===== config.mk =====
export PLATFORM = sky130hd
export DESIGN_NAME = alu_exec_unit
export DESIGN_NICKNAME = d
export VERILOG_FILES = /design/src/rtl/alu_pkg.sv /design/src/rtl/alu_ctl_decode.sv /design/src/rtl/alu_exec_unit.sv
export SDC_FILE = /design/constraint.sdc
export NUM_CORES = 1
export LEC_CHECK = 0
export BUFFER_PORTS_ARGS = -buffer_cell sky130_fd_sc_hd__clkbuf_2
export CAP_MARGIN = 10
export CORE_MARGIN = 2
export CORE_UTILIZATION = 55
export DETAILED_ROUTE_END_ITERATION = 12
export PLACE_DENSITY_LB_ADDON = 0.3
export SYNTH_ARGS = -nofsm -noshare
export SYNTH_HDL_FRONTEND = slang
export SYNTH_SLANG_ARGS = --single-unit

===== constraint.sdc =====
create_clock -name clk -period 7.7 [get_ports clk]
set_input_delay 2.31 -clock clk [delete_from_list [all_inputs] [get_ports clk]]
set_output_delay 2.31 -clock clk [all_outputs]
set_load 0.01 [all_outputs]

===== src/rtl/alu_pkg.sv =====
// Shared encodings for the ALU execution unit: funct codes, alu_op, internal op and FSM state.
package alu_pkg;

  // MIPS R-type funct field values
  localparam logic [5:0] FN_ADD   = 6'b100000;
  localparam logic [5:0] FN_ADDU  = 6'b100001;
  localparam logic [5:0] FN_SUB   = 6'b100010;
  localparam logic [5:0] FN_SUBU  = 6'b100011;
  localparam logic [5:0] FN_AND   = 6'b100100;
  localparam logic [5:0] FN_OR    = 6'b100101;
  localparam logic [5:0] FN_XOR   = 6'b100110;
  localparam logic [5:0] FN_NOR   = 6'b100111;
  localparam logic [5:0] FN_SLT   = 6'b101010;
  localparam logic [5:0] FN_SLTU  = 6'b101011;
  localparam logic [5:0] FN_MULT  = 6'b011000;
  localparam logic [5:0] FN_MULTU = 6'b011001;
  localparam logic [5:0] FN_MFHI  = 6'b010000;
  localparam logic [5:0] FN_MFLO  = 6'b010010;

  // Main-control alu_op encoding
  typedef enum logic [1:0] {
    ALUOP_ADD   = 2'b00,
    ALUOP_SUB   = 2'b01,
    ALUOP_RTYPE = 2'b10,
    ALUOP_ZERO  = 2'b11
  } alu_op_e;

  // Internal operation after decode; undecodable functs map to OP_ZERO with illegal set
  typedef enum logic [3:0] {
    OP_ADD,
    OP_ADDU,
    OP_SUB,
    OP_SUBU,
    OP_AND,
    OP_OR,
    OP_XOR,
    OP_NOR,
    OP_SLT,
    OP_SLTU,
    OP_MULT,
    OP_MULTU,
    OP_MFHI,
    OP_MFLO,
    OP_ZERO
  } op_e;

  // Control FSM
  typedef enum logic {
    ST_IDLE = 1'b0,
    ST_MUL  = 1'b1
  } state_e;

  function automatic logic is_mul_op(input op_e op);
    return (op == OP_MULT) || (op == OP_MULTU);
  endfunction

endpackage


===== src/rtl/alu_ctl_decode.sv =====
// Combinational ALU control: alu_op + funct -> internal op and illegal flag.
module alu_ctl_decode
  import alu_pkg::*;
#(
  parameter int unsigned MUL_EN = 1
) (
  input  logic [1:0] alu_op,
  input  logic [5:0] func_code,
  output op_e        op_c,
  output logic       illegal_c
);

  // Decode; anything not recognised yields a zero result flagged illegal
  always_comb begin
    op_c      = OP_ZERO;
    illegal_c = 1'b0;
    case (alu_op)
      ALUOP_ADD:  op_c = OP_ADD;
      ALUOP_SUB:  op_c = OP_SUB;
      ALUOP_ZERO: op_c = OP_ZERO;
      default: begin
        case (func_code)
          FN_ADD:  op_c = OP_ADD;
          FN_ADDU: op_c = OP_ADDU;
          FN_SUB:  op_c = OP_SUB;
          FN_SUBU: op_c = OP_SUBU;
          FN_AND:  op_c = OP_AND;
          FN_OR:   op_c = OP_OR;
          FN_XOR:  op_c = OP_XOR;
          FN_NOR:  op_c = OP_NOR;
          FN_SLT:  op_c = OP_SLT;
          FN_SLTU: op_c = OP_SLTU;
          FN_MFHI: op_c = OP_MFHI;
          FN_MFLO: op_c = OP_MFLO;
          FN_MULT: begin
            if (MUL_EN != 0) op_c = OP_MULT;
            else             illegal_c = 1'b1;
          end
          FN_MULTU: begin
            if (MUL_EN != 0) op_c = OP_MULTU;
            else             illegal_c = 1'b1;
          end
          default: illegal_c = 1'b1;
        endcase
      end
    endcase
  end

endmodule


===== src/rtl/alu_exec_unit.sv =====
// ALU execution unit: single-cycle ALU ops plus an iterative shift-add multiplier into HI/LO.
module alu_exec_unit
  import alu_pkg::*;
#(
  parameter int unsigned WIDTH  = 32,
  parameter int unsigned MUL_EN = 1
) (
  input  logic             clk,
  input  logic             rst,
  input  logic             in_valid,
  output logic             in_ready,
  input  logic [1:0]       alu_op,
  input  logic [5:0]       func_code,
  input  logic [WIDTH-1:0] a,
  input  logic [WIDTH-1:0] b,
  output logic             out_valid,
  input  logic             out_ready,
  output logic [WIDTH-1:0] result,
  output logic             zero,
  output logic             overflow,
  output logic             illegal
);

  localparam int unsigned PW    = 2 * WIDTH;
  localparam int unsigned CNT_W = (WIDTH > 1) ? $clog2(WIDTH) : 1;

  state_e             state_q, state_d;
  op_e                op_c;
  logic               dec_illegal_c;
  logic               accept_c, mul_start_c, mul_last_c;
  logic [WIDTH-1:0]   hi_q, lo_q;
  logic [PW-1:0]      prod_q;
  logic [WIDTH-1:0]   mcand_q;
  logic               neg_q;
  logic [CNT_W-1:0]   cnt_q;

  logic [WIDTH-1:0]   sum_c, diff_c, alu_res_c;
  logic               alu_ovf_c;
  logic               mul_signed_c;
  logic [WIDTH-1:0]   mag_a_c, mag_b_c;
  logic [WIDTH:0]     add_c;
  logic [PW-1:0]      prod_nxt_c, final_c;

  alu_ctl_decode #(
    .MUL_EN(MUL_EN)
  ) u_decode (
    .alu_op    (alu_op),
    .func_code (func_code),
    .op_c      (op_c),
    .illegal_c (dec_illegal_c)
  );

  // FSM state register
  always_ff @(posedge clk) begin
    if (rst) state_q <= ST_IDLE;
    else     state_q <= state_d;
  end

  // FSM next state, handshake and multiply sequencing strobes
  always_comb begin
    state_d     = state_q;
    in_ready    = 1'b0;
    accept_c    = 1'b0;
    mul_start_c = 1'b0;
    mul_last_c  = 1'b0;
    case (state_q)
      ST_IDLE: begin
        in_ready = !out_valid || out_ready;
        accept_c = in_valid && in_ready;
        if (accept_c && is_mul_op(op_c)) begin
          mul_start_c = 1'b1;
          state_d     = ST_MUL;
        end
      end
      ST_MUL: begin
        if (cnt_q == CNT_W'(WIDTH - 1)) begin
          mul_last_c = 1'b1;
          state_d    = ST_IDLE;
        end
      end
      default: state_d = ST_IDLE;
    endcase
  end

  // Single-cycle ALU result and signed-overflow detection
  always_comb begin
    sum_c     = a + b;
    diff_c    = a - b;
    alu_res_c = '0;
    alu_ovf_c = 1'b0;
    case (op_c)
      OP_ADD: begin
        alu_res_c = sum_c;
        alu_ovf_c = (a[WIDTH-1] == b[WIDTH-1]) && (sum_c[WIDTH-1] != a[WIDTH-1]);
      end
      OP_ADDU: alu_res_c = sum_c;
      OP_SUB: begin
        alu_res_c = diff_c;
        alu_ovf_c = (a[WIDTH-1] != b[WIDTH-1]) && (diff_c[WIDTH-1] != a[WIDTH-1]);
      end
      OP_SUBU: alu_res_c = diff_c;
      OP_AND:  alu_res_c = a & b;
      OP_OR:   alu_res_c = a | b;
      OP_XOR:  alu_res_c = a ^ b;
      OP_NOR:  alu_res_c = ~(a | b);
      OP_SLT:  alu_res_c = WIDTH'($signed(a) < $signed(b));
      OP_SLTU: alu_res_c = WIDTH'(a < b);
      OP_MFHI: alu_res_c = hi_q;
      OP_MFLO: alu_res_c = lo_q;
      default: alu_res_c = '0;
    endcase
  end

  // Multiplier: operand magnitudes at start, one shift-add step per cycle, sign fix on the last step
  always_comb begin
    mul_signed_c = (op_c == OP_MULT);
    mag_a_c      = (mul_signed_c && a[WIDTH-1]) ? (~a + WIDTH'(1)) : a;
    mag_b_c      = (mul_signed_c && b[WIDTH-1]) ? (~b + WIDTH'(1)) : b;
    add_c        = {1'b0, prod_q[PW-1:WIDTH]} + {1'b0, (prod_q[0] ? mcand_q : {WIDTH{1'b0}})};
    prod_nxt_c   = {add_c, prod_q[WIDTH-1:1]};
    final_c      = neg_q ? (~prod_nxt_c + PW'(1)) : prod_nxt_c;
  end

  // Output registers, HI/LO and multiplier datapath
  always_ff @(posedge clk) begin
    if (rst) begin
      out_valid <= 1'b0;
      result    <= '0;
      zero      <= 1'b0;
      overflow  <= 1'b0;
      illegal   <= 1'b0;
      hi_q      <= '0;
      lo_q      <= '0;
      prod_q    <= '0;
      mcand_q   <= '0;
      neg_q     <= 1'b0;
      cnt_q     <= '0;
    end else begin
      if (accept_c) begin
        if (mul_start_c) begin
          out_valid <= 1'b0;
          prod_q    <= {{WIDTH{1'b0}}, mag_b_c};
          mcand_q   <= mag_a_c;
          neg_q     <= mul_signed_c && (a[WIDTH-1] ^ b[WIDTH-1]);
          cnt_q     <= '0;
        end else begin
          out_valid <= 1'b1;
          result    <= alu_res_c;
          zero      <= (alu_res_c == '0);
          overflow  <= alu_ovf_c;
          illegal   <= dec_illegal_c;
        end
      end else if (out_valid && out_ready) begin
        out_valid <= 1'b0;
      end

      if (state_q == ST_MUL) begin
        prod_q <= prod_nxt_c;
        cnt_q  <= cnt_q + CNT_W'(1);
        if (mul_last_c) begin
          hi_q      <= final_c[PW-1:WIDTH];
          lo_q      <= final_c[WIDTH-1:0];
          cnt_q     <= '0;
          out_valid <= 1'b1;
          result    <= '0;
          zero      <= 1'b1;
          overflow  <= 1'b0;
          illegal   <= 1'b0;
        end
      end
    end
  end

endmodule


==> results.txt <==
outcome = finished, final reports clean
Worst slew margin = 21.0%
Critical R2R Launch = prod_q[0]$_SDFFE_PP0P_
crit-path cells = clkbuf_2 -> inv_1 -> ha_1 -> a21oi_1 -> o21ai_0 -> a311oi_4 -> nand2_2 -> a221o_1 -> a221o_1 -> or4_1 -> or4b_1 -> nor4_1 -> and4b_1 -> a31o_1
Final Hold Fails = 0
Area Growth Syn to Fin = 9.15%
CTS tree = built
WP data arrival = 6670 ps
total chip power = 3.13 mW
fin. max-slew vios = 0
most frequent cells in the layout = nor2_1 (290), nand2_1 (230), a21oi_1 (206), dfxtp_1 (201), o21ai_0 (160)
min Tclk post-route = 6170 ps
IO Pins = 113
asr flop ratio synth = 0%
most common cell after layout, fill and taps aside = nor2_1
reg2reg path depth = 15
Leak Pwr = 8.23 nW
Post-Syn Area = 18300 um^2
reg-to-reg setup timing slack = 2590 ps
CP peak stage delay = 560 ps
final WL = 69800 um
first-pass iteration count of the detailed router = 6
actual slew at the worst max-slew pin = 1180 ps
CTS hold repair buffers = 0
per-cell routed wire length = 23.5 um
drt via density = 6.59
DP HPWL = 52500 um
Hold Crit Class = flop to flop
yosys warns = 0
Distinct cells, synth = 93
first-pass GRT wire length = 107000 um
Post-synth EDFFs = 0
Clock Latency Late Sink = 540 ps
PostCTS Resize Cnt = 0
Worst-path clk slew = 60 ps
element type at the critical path end = flop
number of global-route vias before repair = 18400
chip width = 186 um
Total Neg Setup Slack = 0 ps
Post-route DRC = 0
vias = 19500
area leader, netlist = dfxtp_1
CP endpoint = zero$_SDFF_PP0_
die footprint = 34800 um^2
Avg Cell Area, Syn = 7.34 um^2
slowest stage cell, crit path = or4b_1
Clock Skews = 13.9 ps
Post-CTS Setup Bufs = 0
Pwr Density = 157 nW/um^2
top-area cell type share of the netlist area = 22.2%
MaxCap Viol Count = 0
total CTS buffers = 24
initial antenna violation count = 3
maximum VDD drop = 0.000213 V
endpoints failing setup = 0
Total Routing Usage GR = 38.6%
clk root buf = clkbuf_16
RSZ-0062 raised after global routing = no
most frequent cell on the critical path = a221o_1
Port Buf Inserts = 112
Syn Nets = 2710
Worst Setup SP = a[8]
fmax = 162 MHz
ranking of synthesized cells by area = dfxtp_1 (22%), ha_1 (9.3%), nor2_1 (6.0%)
Max H-tree Level = 1
die height = 186 um
largest net degree at the start of global routing = 77
layout cell share with drive strength beyond 1 = 9.93%
Post-DRT Antenna Nets = 0
Clock Sinks = 203
Final GP Congestion = 1.03
synthesis-stage register bit count = 203
CP Class = input port to flop
clock tree buffer depth = 3
Initial DRC Count = 2113
post-synthesis sequential area ratio = 22.2%
worst r2r dst = hi_q[30]$_SDFFE_PP0P_
global route overflow = 0
layout net count = 2716
Mapped Cells = 2495
CP Launch Type = input port
crit path max fanout = 13
core area = 32600 um^2
Tcrit/Tclk final = 80.2%
Req. time, crit path = 8190 ps
main flop type after synthesis = dfxtp_1
Core Rows = 66
Initial Util = 56.1%
-- layer usage --
metal	share of wire, %	up-vias	GRT usage [%]	routed length [um]
li1	-	9013	-	-
met1	41	9270	50.3	28500
met2	45	1047	62.5	31500
met3	8.2	207	5.04	5750
met4	5.8	2	20.3	4070
met5	0.017	-	0	12
-- state kept, by name, summed over array words and instances (netlist names) --
name and flops:
prod_q 64, hi_q 32, lo_q 32, mcand_q 32, result 32, cnt_q 5
illegal 1, neg_q 1, out_valid 1, overflow 1, state_q 1, zero 1
-- cells in the mapped netlist (11+ instances only) --
master,count
or2_2,17
o21ai_0,160
and2_1,44
nand4_1,21
nand2_1,230
a311oi_1,11
nand3_1,33
o21a_1,15
ha_1,136
nor2b_1,18
dfxtp_1,203
and3_1,13
a221oi_1,13
nand3b_1,27
xnor2_1,116
nor4_1,21
o22ai_1,15
nor2_1,292
inv_1,114
nand2b_1,18
a211o_1,12
clkbuf_1,138
nor3b_1,16
o31ai_1,37
or3_1,26
o41ai_1,13
xor2_1,64
a21oi_1,208
a21o_1,35
a31oi_1,27
o21bai_1,16
o221ai_1,13
nor3_1,45
o21ai_1,11
mux2i_1,43
a211oi_1,79
o211ai_1,19
or4_1,11
-- through the flow --
stage | utilization [%] | hold slack (ps) | setup WS [ps] | std cells | area (um^2)
6_report | 61.3 | 451 | 1530 | 2963 | 20000
5_1_grt | 61.3 | 475 | 1350 | 2962 | 20000
4_1_cts | 61.2 | 455 | 1620 | 2960 | 20000
3_5_place_dp | 58.5 | 441 | 1100 | 2917 | 19100
3_3_place_gp | 58.5 | 433 | 1190 | 2917 | 19100
2_1_floorplan | - | 424 | 1950 | 2495 | 18300
-- where the power goes --
group / internal, mW / switching, mW / leakage (nW)
sequential: 1.07 / 0.0142 / 1.64
clock: 0.791 / 0.495 / 0.429
combinational: 0.257 / 0.503 / 6.16
-- cells by family after synthesis --
kind of cell	after synthesis	synth area share [%]
fa+ha+maj	139	9.62
mux	46	2.54
compound gates	789	28.6
buf+inv	274	5.73
flops	203	22.2
simple gates	864	22.7
xor+xnor	180	8.61
-- worst min-delay path by stage --
| stage | from | end | cells after the start |
|---|---|---|---|
| 5_1_grt | lo_q[17]$_SDFFE_PP0P_ | lo_q[17]$_SDFFE_PP0P_ | 2 |
| 3_3_place_gp | lo_q[17]$_SDFFE_PP0P_ | lo_q[17]$_SDFFE_PP0P_ | 2 |
| 4_1_cts | lo_q[29]$_SDFFE_PP0P_ | lo_q[29]$_SDFFE_PP0P_ | 2 |
| 3_5_place_dp | lo_q[17]$_SDFFE_PP0P_ | lo_q[17]$_SDFFE_PP0P_ | 2 |
| 6_report | lo_q[27]$_SDFFE_PP0P_ | lo_q[27]$_SDFFE_PP0P_ | 2 |
| 2_1_floorplan | lo_q[11]$_SDFFE_PP0P_ | lo_q[11]$_SDFFE_PP0P_ | 2 |
-- final cells by class --
class                           instances  area, um^2
Multi-Input combinational cell       2018       13300
Fill cell                            2979       12600
Sequential cell                       203        4070
Timing Repair Buffer                  138         758
Clock buffer                           30         674
Tap cell                              442         553
Inverter                              116         435
Clock inverter                         13         209
Antenna cell                            3        7.51
-- critical path, delay by kind of cell --
kind,cells,cell delay (ps)
AO/OA/AOI/OAI,6,1780
adder cells (fa/ha/maj),1,480
AND/OR/NAND/NOR,5,1850
buffers and inverters,2,250
Note: power is estimated with default switching activity, not from simulation.
